**src/rtl/immediate_former_pipelined_pkg.sv**
```systemverilog
// immediate_former_pipelined_pkg: mode encoding and helpers shared by the immediate former
package immediate_former_pipelined_pkg;
  typedef enum logic [2:0] {
    IMM_LUI        = 3'd0,
    IMM_AUIPC      = 3'd1,
    IMM_LINK       = 3'd2,
    IMM_BRANCH_TGT = 3'd3,
    IMM_JALR_TGT   = 3'd4
  } ImmFormMode_t;
  localparam int LINK_OFFSET = 4;
  function automatic logic mode_defined(input logic [2:0] m);
    return m <= IMM_JALR_TGT;
  endfunction
  function automatic logic is_target(input logic [2:0] m);
    return m == IMM_BRANCH_TGT || m == IMM_JALR_TGT;
  endfunction
endpackage

```
**src/rtl/immediate_former_pipelined_stage.sv**
```systemverilog
// imm_former_stage: valid/ready register slice carrying a W-bit payload
module imm_former_stage #(
  parameter int W = 8
) (
  input  logic         clock,
  input  logic         n_reset,
  input  logic         flush,
  input  logic         in_valid,
  output logic         in_ready,
  input  logic [W-1:0] in_data,
  output logic         out_valid,
  input  logic         out_ready,
  output logic [W-1:0] out_data
);
  logic         valid_q, valid_d;
  logic [W-1:0] data_q, data_d;
  assign in_ready  = !valid_q || out_ready;
  assign out_valid = valid_q;
  assign out_data  = data_q;
  // Next state: flush empties the slice; payload only changes on a real load so it stays stable while held.
  always_comb begin
    valid_d = flush ? 1'b0 : in_ready ? in_valid : valid_q;
    data_d  = (in_valid && in_ready && !flush) ? in_data : data_q;
  end
  // Slice registers with asynchronous clear.
  always_ff @(posedge clock or negedge n_reset) begin
    if (!n_reset) begin
      valid_q <= 1'b0;
      data_q  <= '0;
    end else begin
      valid_q <= valid_d;
      data_q  <= data_d;
    end
  end
endmodule

```
**src/rtl/immediate_former_pipelined.sv**
```systemverilog
// immediate_former_pipelined: forms upper immediates, PC-relative sums, link and branch/JALR targets
module immediate_former_pipelined
  import immediate_former_pipelined_pkg::*;
#(
  parameter int XLEN      = 32,
  parameter int SPLIT_ADD = 1,
  parameter int ALIGN     = 2
) (
  input  logic            clock,
  input  logic            n_reset,
  input  logic            flush,
  input  logic            in_valid,
  output logic            in_ready,
  input  logic [2:0]      mode,
  input  logic [XLEN-1:0] immediate,
  input  logic [XLEN-1:0] pc,
  input  logic [XLEN-1:0] rs1,
  output logic            out_valid,
  input  logic            out_ready,
  output logic [XLEN-1:0] result,
  output logic            misaligned
);
  localparam int H = XLEN / 2;
  localparam logic [H-1:0] ALIGN_MASK = H'((1 << ALIGN) - 1);
  logic [XLEN-1:0] op_a, op_b;
  logic            jalr, tgt, s1_ready;
  // Undefined modes add zero to zero so they yield a clean 0 result.
  assign op_a = (mode == IMM_JALR_TGT) ? rs1
              : (mode == IMM_AUIPC || mode == IMM_LINK || mode == IMM_BRANCH_TGT) ? pc : '0;
  assign op_b = (mode == IMM_LINK) ? XLEN'(LINK_OFFSET) : mode_defined(mode) ? immediate : '0;
  assign jalr = mode == IMM_JALR_TGT;
  assign tgt  = is_target(mode);
  assign in_ready = !flush && s1_ready;
  if (SPLIT_ADD != 0) begin : g_split
    localparam int S1W = 3 * H + 5;
    logic [H:0]      lo_sum;
    logic [H-1:0]    lo_res, hi_sum, s1_hi_a, s1_hi_b, s1_lo;
    logic [S1W-1:0]  s1_in, s1_out;
    logic [XLEN:0]   s2_in, s2_out;
    logic [2:0]      s1_mode;
    logic            s1_mis, s1_carry, s1_valid, s2_ready;
    // Low half is final after stage 1, so JALR bit-0 clear and alignment check happen here.
    assign lo_sum = {1'b0, op_a[H-1:0]} + {1'b0, op_b[H-1:0]};
    assign lo_res = lo_sum[H-1:0] & ~H'(jalr);
    assign s1_in  = {mode, tgt && |(lo_res & ALIGN_MASK), lo_sum[H], op_a[XLEN-1:H], op_b[XLEN-1:H], lo_res};
    imm_former_stage #(.W(S1W)) u_s1 (
      .clock(clock), .n_reset(n_reset), .flush(flush),
      .in_valid(in_valid), .in_ready(s1_ready), .in_data(s1_in),
      .out_valid(s1_valid), .out_ready(s2_ready), .out_data(s1_out)
    );
    assign {s1_mode, s1_mis, s1_carry, s1_hi_a, s1_hi_b, s1_lo} = s1_out;
    assign hi_sum = mode_defined(s1_mode) ? s1_hi_a + s1_hi_b + H'(s1_carry) : '0;
    assign s2_in  = {s1_mis, hi_sum, s1_lo};
    imm_former_stage #(.W(XLEN + 1)) u_s2 (
      .clock(clock), .n_reset(n_reset), .flush(flush),
      .in_valid(s1_valid), .in_ready(s2_ready), .in_data(s2_in),
      .out_valid(out_valid), .out_ready(out_ready), .out_data(s2_out)
    );
    assign {misaligned, result} = s2_out;
  end else begin : g_single
    logic [XLEN-1:0] sum;
    logic [XLEN:0]   s_in, s_out;
    assign sum  = (op_a + op_b) & ~XLEN'(jalr);
    assign s_in = {tgt && |(sum[H-1:0] & ALIGN_MASK), sum};
    imm_former_stage #(.W(XLEN + 1)) u_s (
      .clock(clock), .n_reset(n_reset), .flush(flush),
      .in_valid(in_valid), .in_ready(s1_ready), .in_data(s_in),
      .out_valid(out_valid), .out_ready(out_ready), .out_data(s_out)
    );
    assign {misaligned, result} = s_out;
  end
endmodule
```
**config.mk**
```make
export PLATFORM = sky130hd
export DESIGN_NAME = immediate_former_pipelined
export DESIGN_NICKNAME = d
export VERILOG_FILES = /design/src/rtl/immediate_former_pipelined_pkg.sv /design/src/rtl/immediate_former_pipelined_stage.sv /design/src/rtl/immediate_former_pipelined.sv
export SDC_FILE = /design/constraint.sdc
export NUM_CORES = 1
export LEC_CHECK = 0
export BUFFER_PORTS_ARGS = -buffer_cell sky130_fd_sc_hd__buf_2
export CORE_AREA = 2 2 107 109
export CTS_CLUSTER_SIZE = 30
export DETAILED_ROUTE_END_ITERATION = 8
export DIE_AREA = 0 0 109 111
export PLACE_DENSITY = 0.85
export SYNTH_ARGS = -nofsm -noshare
export SYNTH_HDL_FRONTEND = slang
export SYNTH_SLANG_ARGS = --single-unit
```
**constraint.sdc**
```tcl
create_clock -name clock -period 2.4 [get_ports clock]
set_input_delay 0.24 -clock clock [delete_from_list [all_inputs] [get_ports clock]]
set_output_delay 0.24 -clock clock [all_outputs]
set_load 0.02 [all_outputs]
```
==> out/qor.yml, run 1 <==
outcome: "completed"
crit_required_ns: 2.62
cts.clk_slew.worst_paths_ns: 0.06
arrival_ns: 2.58
htree_num_levels: 3
timing.fmax_mhz: 424
drive_gt1_share_pct: 32.8
cp-start-kind: "register"
fin_crit_ns: 2.36
finClkSkew_ns: 0.00921
chipHeight_um: 111
power.leakage_nw: 3.35
core_area_sq_mm: 0.0111
ys_warn_count: 0
hpwlAfterDp_um: 10700
p_total_mw: 5.24
crit_fanout: 3
pre_cts_slack_ns: -0.255
yosys.area.top_type: "dfrtp_1"
crit_buf_inv: 1
vias: 4808
via_per_inst: 5.53
critPathMaxStageDelay_ns: 0.43
critPathCaptureType: "register"
async_flop_share_pct: 100
drt-total-wl_um: 13900
ys_ff_latch: 88
nets: 859
power_density_mw_per_mm2: 787
tns_ns: 0
initial_core_util_pct: 46.5
synth_area_per_cell_sq_um: 9.27
place_congestion: 0.881
clkLatencyLatePin_ns: 0.34
worstHoldPathType: "in2reg"
overflow: 0
antenna_found_initial: 2
ir_drop_mv: 0.350
design_area_sq_mm: 0.00666
cts.sinks: 88
grt_usage_pct: 23.8
synth_area_sq_mm: 0.00516
ios: 139
final_antenna_net_count: 0
fp.dieArea_sq_mm: 0.0121
grt_pass1_vias: 4928
setup_viol: 0
slew_headroom_pct: 56.1
dpl_cell_area_sq_mm: 0.00631
rsz0062_at_grt: "yes"
detail_route.wl_per_cell_um: 16.0
firstDrtPassIters: 4
netlist_top_cells_count: "88 x dfrtp_1, 88 x nand2_1, 48 x nor2_1, 34 x o21ai_0, 30 x ha_1"
ys_seq_area_share_pct: 42.7
drc: 0
yosys.area.top_type_share_pct: 42.7
synthTopCellsByArea: "dfrtp_1 43%, ha_1 7.3%, nand2_1 6.4%"
clockBufferDepth: 2
tightestPinTransition_ns: 0.659
synth_cell_types: 56
utilization_pct: 60.1
cp_slowest_cell: "fa_2"
layout_setup_ws_ns: 0.0404
r2r-start: "g_split.u_s1.out_data[32]"
synthFlopType: "dfrtp_1"
port_buffers: 138
hold_start: "flush"
finalHoldViolations: 0
critical_path.startpoint: "g_split.u_s1.out_data[32]"
grt_max_degree: 49
grt_first_pass_wirelength_um: 22700
drv_cap: 0
synth_nets: 693
critPathKind: "reg2reg"
cp_common_cell: "fa_2"
cts_root_buffer: "clkbuf_16"
slew_violations: 0
synth-edff-count: 0
syn_inst: 556
row_count: 39
path_cells: "fa_2 > inv_1 > fa_2 > nor2b_1 > o31a_1 > nand2b_4 > a21oi_4 > o21ai_0 > a221o_1"
crit_family: "compound AO/OA/AOI/OAI gates"
finalCritPeriodShare_pct: 98.3
cts_made_buffers: 9
cts_tree: "built"
cts_setup_buffers: 0
chipWidth_um: 109
drt_iter0_markers: 278
area_delta_synth_final_pct: 29.2
power by group:
group          internal [mW]  total, mW  switching [mW]
registers               1.82       2.01           0.190
clock network          0.861       1.43           0.572
logic                  0.764       1.80            1.04
total                   3.44       5.24            1.80
cells by family (layout without fill, tap and decap cells):
kind of cell | count (synthesis) | count (layout) | synth area share [%]
AO/OA/AOI/OAI | 155 | 155 | 20.8
XOR/XNOR | 21 | 21 | 3.57
adder cells (fa/ha/maj) | 33 | 33 | 8.44
buffers and inverters | 44 | 214 | 3.57
flip-flops | 88 | 88 | 42.7
multiplexers | 19 | 19 | 4.10
other | 0 | 1 | 0
AND/OR/NAND/NOR | 196 | 196 | 16.8
per-stage QoR:
stage	instances	hold slack, ns
2_1_floorplan	556	-0.0556
3_3_place_gp	853	0.279
3_5_place_dp	853	0.286
4_1_cts	869	0.104
5_1_grt	870	0.122
6_report	870	0.104
final timing paths:
kind	endpoint	slack (ns)	depth (start not counted)
worst max-delay path	g_split.u_s2.out_data[30]	0.04	9
worst min-delay path	g_split.u_s1.out_valid	0.10	2
worst max register to register	g_split.u_s2.out_data[30]	0.04	9
worst min register to register	g_split.u_s1.out_data[3]	0.47	2
max in group asynchronous	g_split.u_s1.out_data[17]	1.21	3
min in group asynchronous	g_split.u_s2.out_data[9]	0.45	2
cell type report:
type	instances	area, sq um
Fill cell	931	4420
Multi-Input combinational cell	424	2860
Timing Repair Buffer	182	1050
Tap cell	143	179
Inverter	17	63.8
Sequential cell	88	2200
Clock inverter	4	52.6
Clock buffer	11	253
Antenna cell	1	2.50
placed cells by master (no fill, tap or decap), types with 2 or more instances in the layout:
cell type / n
nor3_1: 2
and3_1: 5
o21ai_0: 32
buf_2: 137
a22o_1: 17
a221oi_1: 17
nor2b_1: 3
xnor2_1: 10
clkbuf_16: 9
mux2i_1: 2
dfrtp_1: 88
a21oi_1: 25
clkbuf_8: 2
nand2b_4: 2
a2111oi_1: 2
nand3_1: 24
o21a_1: 8
inv_1: 17
o31ai_1: 4
and2_1: 15
o211ai_1: 2
fa_2: 3
a21oi_4: 2
mux2_2: 17
a21o_1: 8
a21oi_2: 2
nand2_1: 88
a211oi_1: 4
o21ai_1: 12
ha_1: 29
nor2_1: 46
a211oi_2: 3
buf_4: 42
buf_12: 2
xor2_1: 11
a21boi_0: 2
state kept, by name (all words and copies together), names as in the netlist:
| signal | cells |
|---|---|
| g_split.u_s1.out_valid | 1 |
| g_split.u_s2.out_valid | 1 |
| g_split.u_s1.out_data | 53 |
| g_split.u_s2.out_data | 33 |
routing by layer:
| metal | share of wire [%] | routed length [um] | track usage [%] |
|---|---|---|---|
| met3 | 4.4 | 616 | 3.41 |
| met2 | 51 | 7130 | 41.0 |
| met5 | 0.093 | 13 | 0 |
| met1 | 41 | 5650 | 28.2 |
| met4 | 3.8 | 527 | 12.6 |
repair_timing:
item                                    4_1_cts  5_1_grt
hold buffers                                  1        0
endpoints found under the setup margin        1       11
pin swaps                                     1        2
gates cloned                                  0        0
resized for setup                             3        9
endpoints found under the hold margin        46        0
worst register-to-register path: stages (launching register included):
cell and delay [ns]:
dfrtp_1 0.40, fa_2 0.43, inv_1 0.09, fa_2 0.22, nor2b_1 0.06, o31a_1 0.29
nand2b_4 0.17, a21oi_4 0.17, o21ai_0 0.10, a221o_1 0.31
Power figures use the tool's default switching activity.
==> inputs of run 2 (changes only) <==
--- a/config.mk
+++ b/config.mk
@@ -7,10 +7,10 @@
 export LEC_CHECK = 0
 export BUFFER_PORTS_ARGS = -buffer_cell sky130_fd_sc_hd__buf_2
 export CORE_AREA = 2 2 107 109
-export CTS_CLUSTER_SIZE = 30
+export CTS_CLUSTER_SIZE = 16
 export DETAILED_ROUTE_END_ITERATION = 8
 export DIE_AREA = 0 0 109 111
-export PLACE_DENSITY = 0.85
+export PLACE_DENSITY_LB_ADDON = 0.1
 export SYNTH_ARGS = -nofsm -noshare
 export SYNTH_HDL_FRONTEND = slang
 export SYNTH_SLANG_ARGS = --single-unit
==> run 2 against run 1 <==
  * Sequential power hardly changed
  * Utilization is 0.23 points higher
  * Sequential cell count stayed put
  * Clock-buffer cell count is 2 higher
  * Via count is 2.7% lower
  * Largest power group unchanged
  * Critical path depth stayed put
==> out/qor.yml, run 2 (synthesized netlist as in run 1, its figures left out) <==
outcome: "completed"  # unchanged
cts.clk_slew.worst_paths_ns: 0.06  # about the same
core_area_sq_mm: 0.0111  # unchanged
cts.sinks: 88  # unchanged
drt_iter0_markers: 245  # was 278
p_total_mw: 5.24  # about the same
hpwlAfterDp_um: 10500  # was 10700 um
cts_made_buffers: 9  # unchanged
cp_slowest_cell: "dfrtp_1"  # was fa_2
multi_input_area_sq_mm: 0.00285  # was 0.00286 sq mm
finalHoldViolations: 0  # unchanged
initial_core_util_pct: 46.5  # unchanged
power_density_mw_per_mm2: 784  # was 787 mW/mm^2
firstDrtPassIters: 4  # unchanged
drv_cap: 0  # unchanged
fin_crit_ns: 2.29  # was 2.36 ns
tightestPinTransition_ns: 0.565  # was 0.659 ns
clockBufferDepth: 2  # unchanged
place_congestion: 0.866  # was 0.881
chipHeight_um: 111  # unchanged
grt_max_degree: 49  # unchanged
instances_no_fill: 870  # unchanged
cts_setup_buffers: 0  # unchanged
cp-start-kind: "register"  # unchanged
vias: 4677  # was 4808
drc: 0  # unchanged
drive_gt1_share_pct: 32.4  # was 32.8%
grt_pass1_vias: 4685  # was 4928
critPathKind: "reg2reg"  # unchanged
fp.dieArea_sq_mm: 0.0121  # unchanged
critPathCaptureType: "register"  # unchanged
final_antenna_net_count: 0  # unchanged
nets: 859  # unchanged
dpl_cell_area_sq_mm: 0.00633  # was 0.00631 sq mm
ios: 139  # unchanged
detail_route.wl_per_cell_um: 15.5  # was 16.0 um
path_cells: "fa_2 > inv_1 > fa_1 > nor2b_2 > o31a_1 > nand2b_4 > a21oi_4 > o2111a_1 > a221o_1"  # was fa_2 > inv_1 > fa_2 > nor2b_1 > o31a_1 > nand2b_4 > a21oi_4 > o21ai_0 > a221o_1
design_area_sq_mm: 0.00669  # was 0.00666 sq mm
slew_violations: 0  # unchanged
critPathMaxStageDelay_ns: 0.42  # was 0.43 ns
via_per_inst: 5.38  # was 5.53
grt_first_pass_wirelength_um: 21900  # was 22700 um
drt-total-wl_um: 13500  # was 13900 um
timing.fmax_mhz: 437  # was 424 MHz
ff_latch_area_sq_mm: 0.00220  # unchanged
htree_num_levels: 3  # unchanged
cts_root_buffer: "clkbuf_16"  # unchanged
crit_fanout: 3  # unchanged
cts_tree: "built"  # unchanged
chipWidth_um: 109  # unchanged
fill_cells: 998  # was 931
area_delta_synth_final_pct: 29.7  # was 29.2%
slew_headroom_pct: 62.3  # was 56.1%
final_cell_mix: "137 x buf_2, 88 x nand2_1, 88 x dfrtp_1"  # unchanged
largest_register_ffs: 53  # unchanged
arrival_ns: 2.52  # was 2.58 ns
utilization_pct: 60.4  # was 60.1%
post-place-cells: 853  # unchanged
worstHoldPathType: "in2reg"  # unchanged
power.leakage_nw: 3.36  # was 3.35 nW
final_common_cell: "buf_2"  # unchanged
port_buffers: 138  # unchanged
clkLatencyLatePin_ns: 0.34  # about the same
crit_required_ns: 2.63  # was 2.62 ns
overflow: 0  # unchanged
finClkSkew_ns: 0.00769  # was 0.00921 ns
grt_usage_pct: 23.0  # was 23.8%
antenna_found_initial: 1  # was 2
row_count: 39  # unchanged
finalCritPeriodShare_pct: 95.4  # was 98.3%
ir_drop_mv: 0.389  # was 0.350 mV
setup_viol: 0  # unchanged
[run 2: cell count changes in the layout (fill, tap and decap cells not counted), moves of 2 or more]
cell,change
buf_12,+2
a211oi_1,+2
buf_4,-3
a211oi_2,-2
a2111oi_1,-2
[run 2: what timing repair did]
action                                 4_1_cts  5_1_grt
gates resized for setup                      0        9
hold buffers                                 1        0
setup endpoints to repair                    0        9
endpoints found under the hold margin       40        0
[run 2: metrics by stage]
stage          setup slack (ns)  TNS, ns  hold slack (ns)
3_3_place_gp             -0.282    -1.97            0.270
4_1_cts                0.000271        0           0.0995
6_report                  0.109        0            0.105
2_1_floorplan           -0.0304  -0.0304          -0.0556
3_5_place_dp             -0.278    -2.30            0.277
5_1_grt                 -0.0235  -0.0235            0.116
[run 2: final timing paths]
check / cells past startpoint / slack (ns) / start / to
min in group asynchronous: 2 / 0.44 / n_reset / g_split.u_s2.out_data[17]
max: 9 / 0.11 / g_split.u_s1.out_data[48] / g_split.u_s2.out_data[30]
max in group asynchronous: 3 / 1.31 / n_reset / g_split.u_s1.out_data[40]
max reg2reg: 9 / 0.11 / g_split.u_s1.out_data[48] / g_split.u_s2.out_data[30]
min reg2reg: 2 / 0.47 / g_split.u_s1.out_data[4] / g_split.u_s1.out_data[4]
min: 2 / 0.11 / flush / g_split.u_s1.out_valid
[run 2: area by class of cell]
cell class                 instances  area share, %
clock inverter                     2          0.561
clock buffer                      13           4.04
timing repair buffer             182           16.1
sequential                        88           32.9
tap                              143           2.68
antenna                            1         0.0374
multi-input combinational        424           42.6
inverter                          17          0.954
[run 2: power breakdown]
| part | internal, mW | switching [mW] | total [mW] |
|---|---|---|---|
| sequential | 1.82 | 0.195 | 2.01 |
| clock | 0.887 | 0.570 | 1.46 |
| combinational | 0.768 | 1.00 | 1.77 |
| total | 3.47 | 1.77 | 5.24 |
[run 2: critical path, delay by kind of cell (launching register included)]
| family | cells | cell delay [ns] |
|---|---|---|
| compound gates | 4 | 0.74 |
| fa+ha+maj | 2 | 0.66 |
| flops | 1 | 0.42 |
| simple gates | 2 | 0.32 |
| buf+inv | 1 | 0.06 |
[run 2: metal layers]
metal | vias to the layer above | wire (um) | GRT usage (%)
met3 | 23 | 777 | 5.17
met1 | 2219 | 5860 | 29.0
met2 | 126 | 6600 | 39.0
met5 | - | 0 | 0
met4 | 0 | 225 | 7.01
li1 | 2309 | - | -
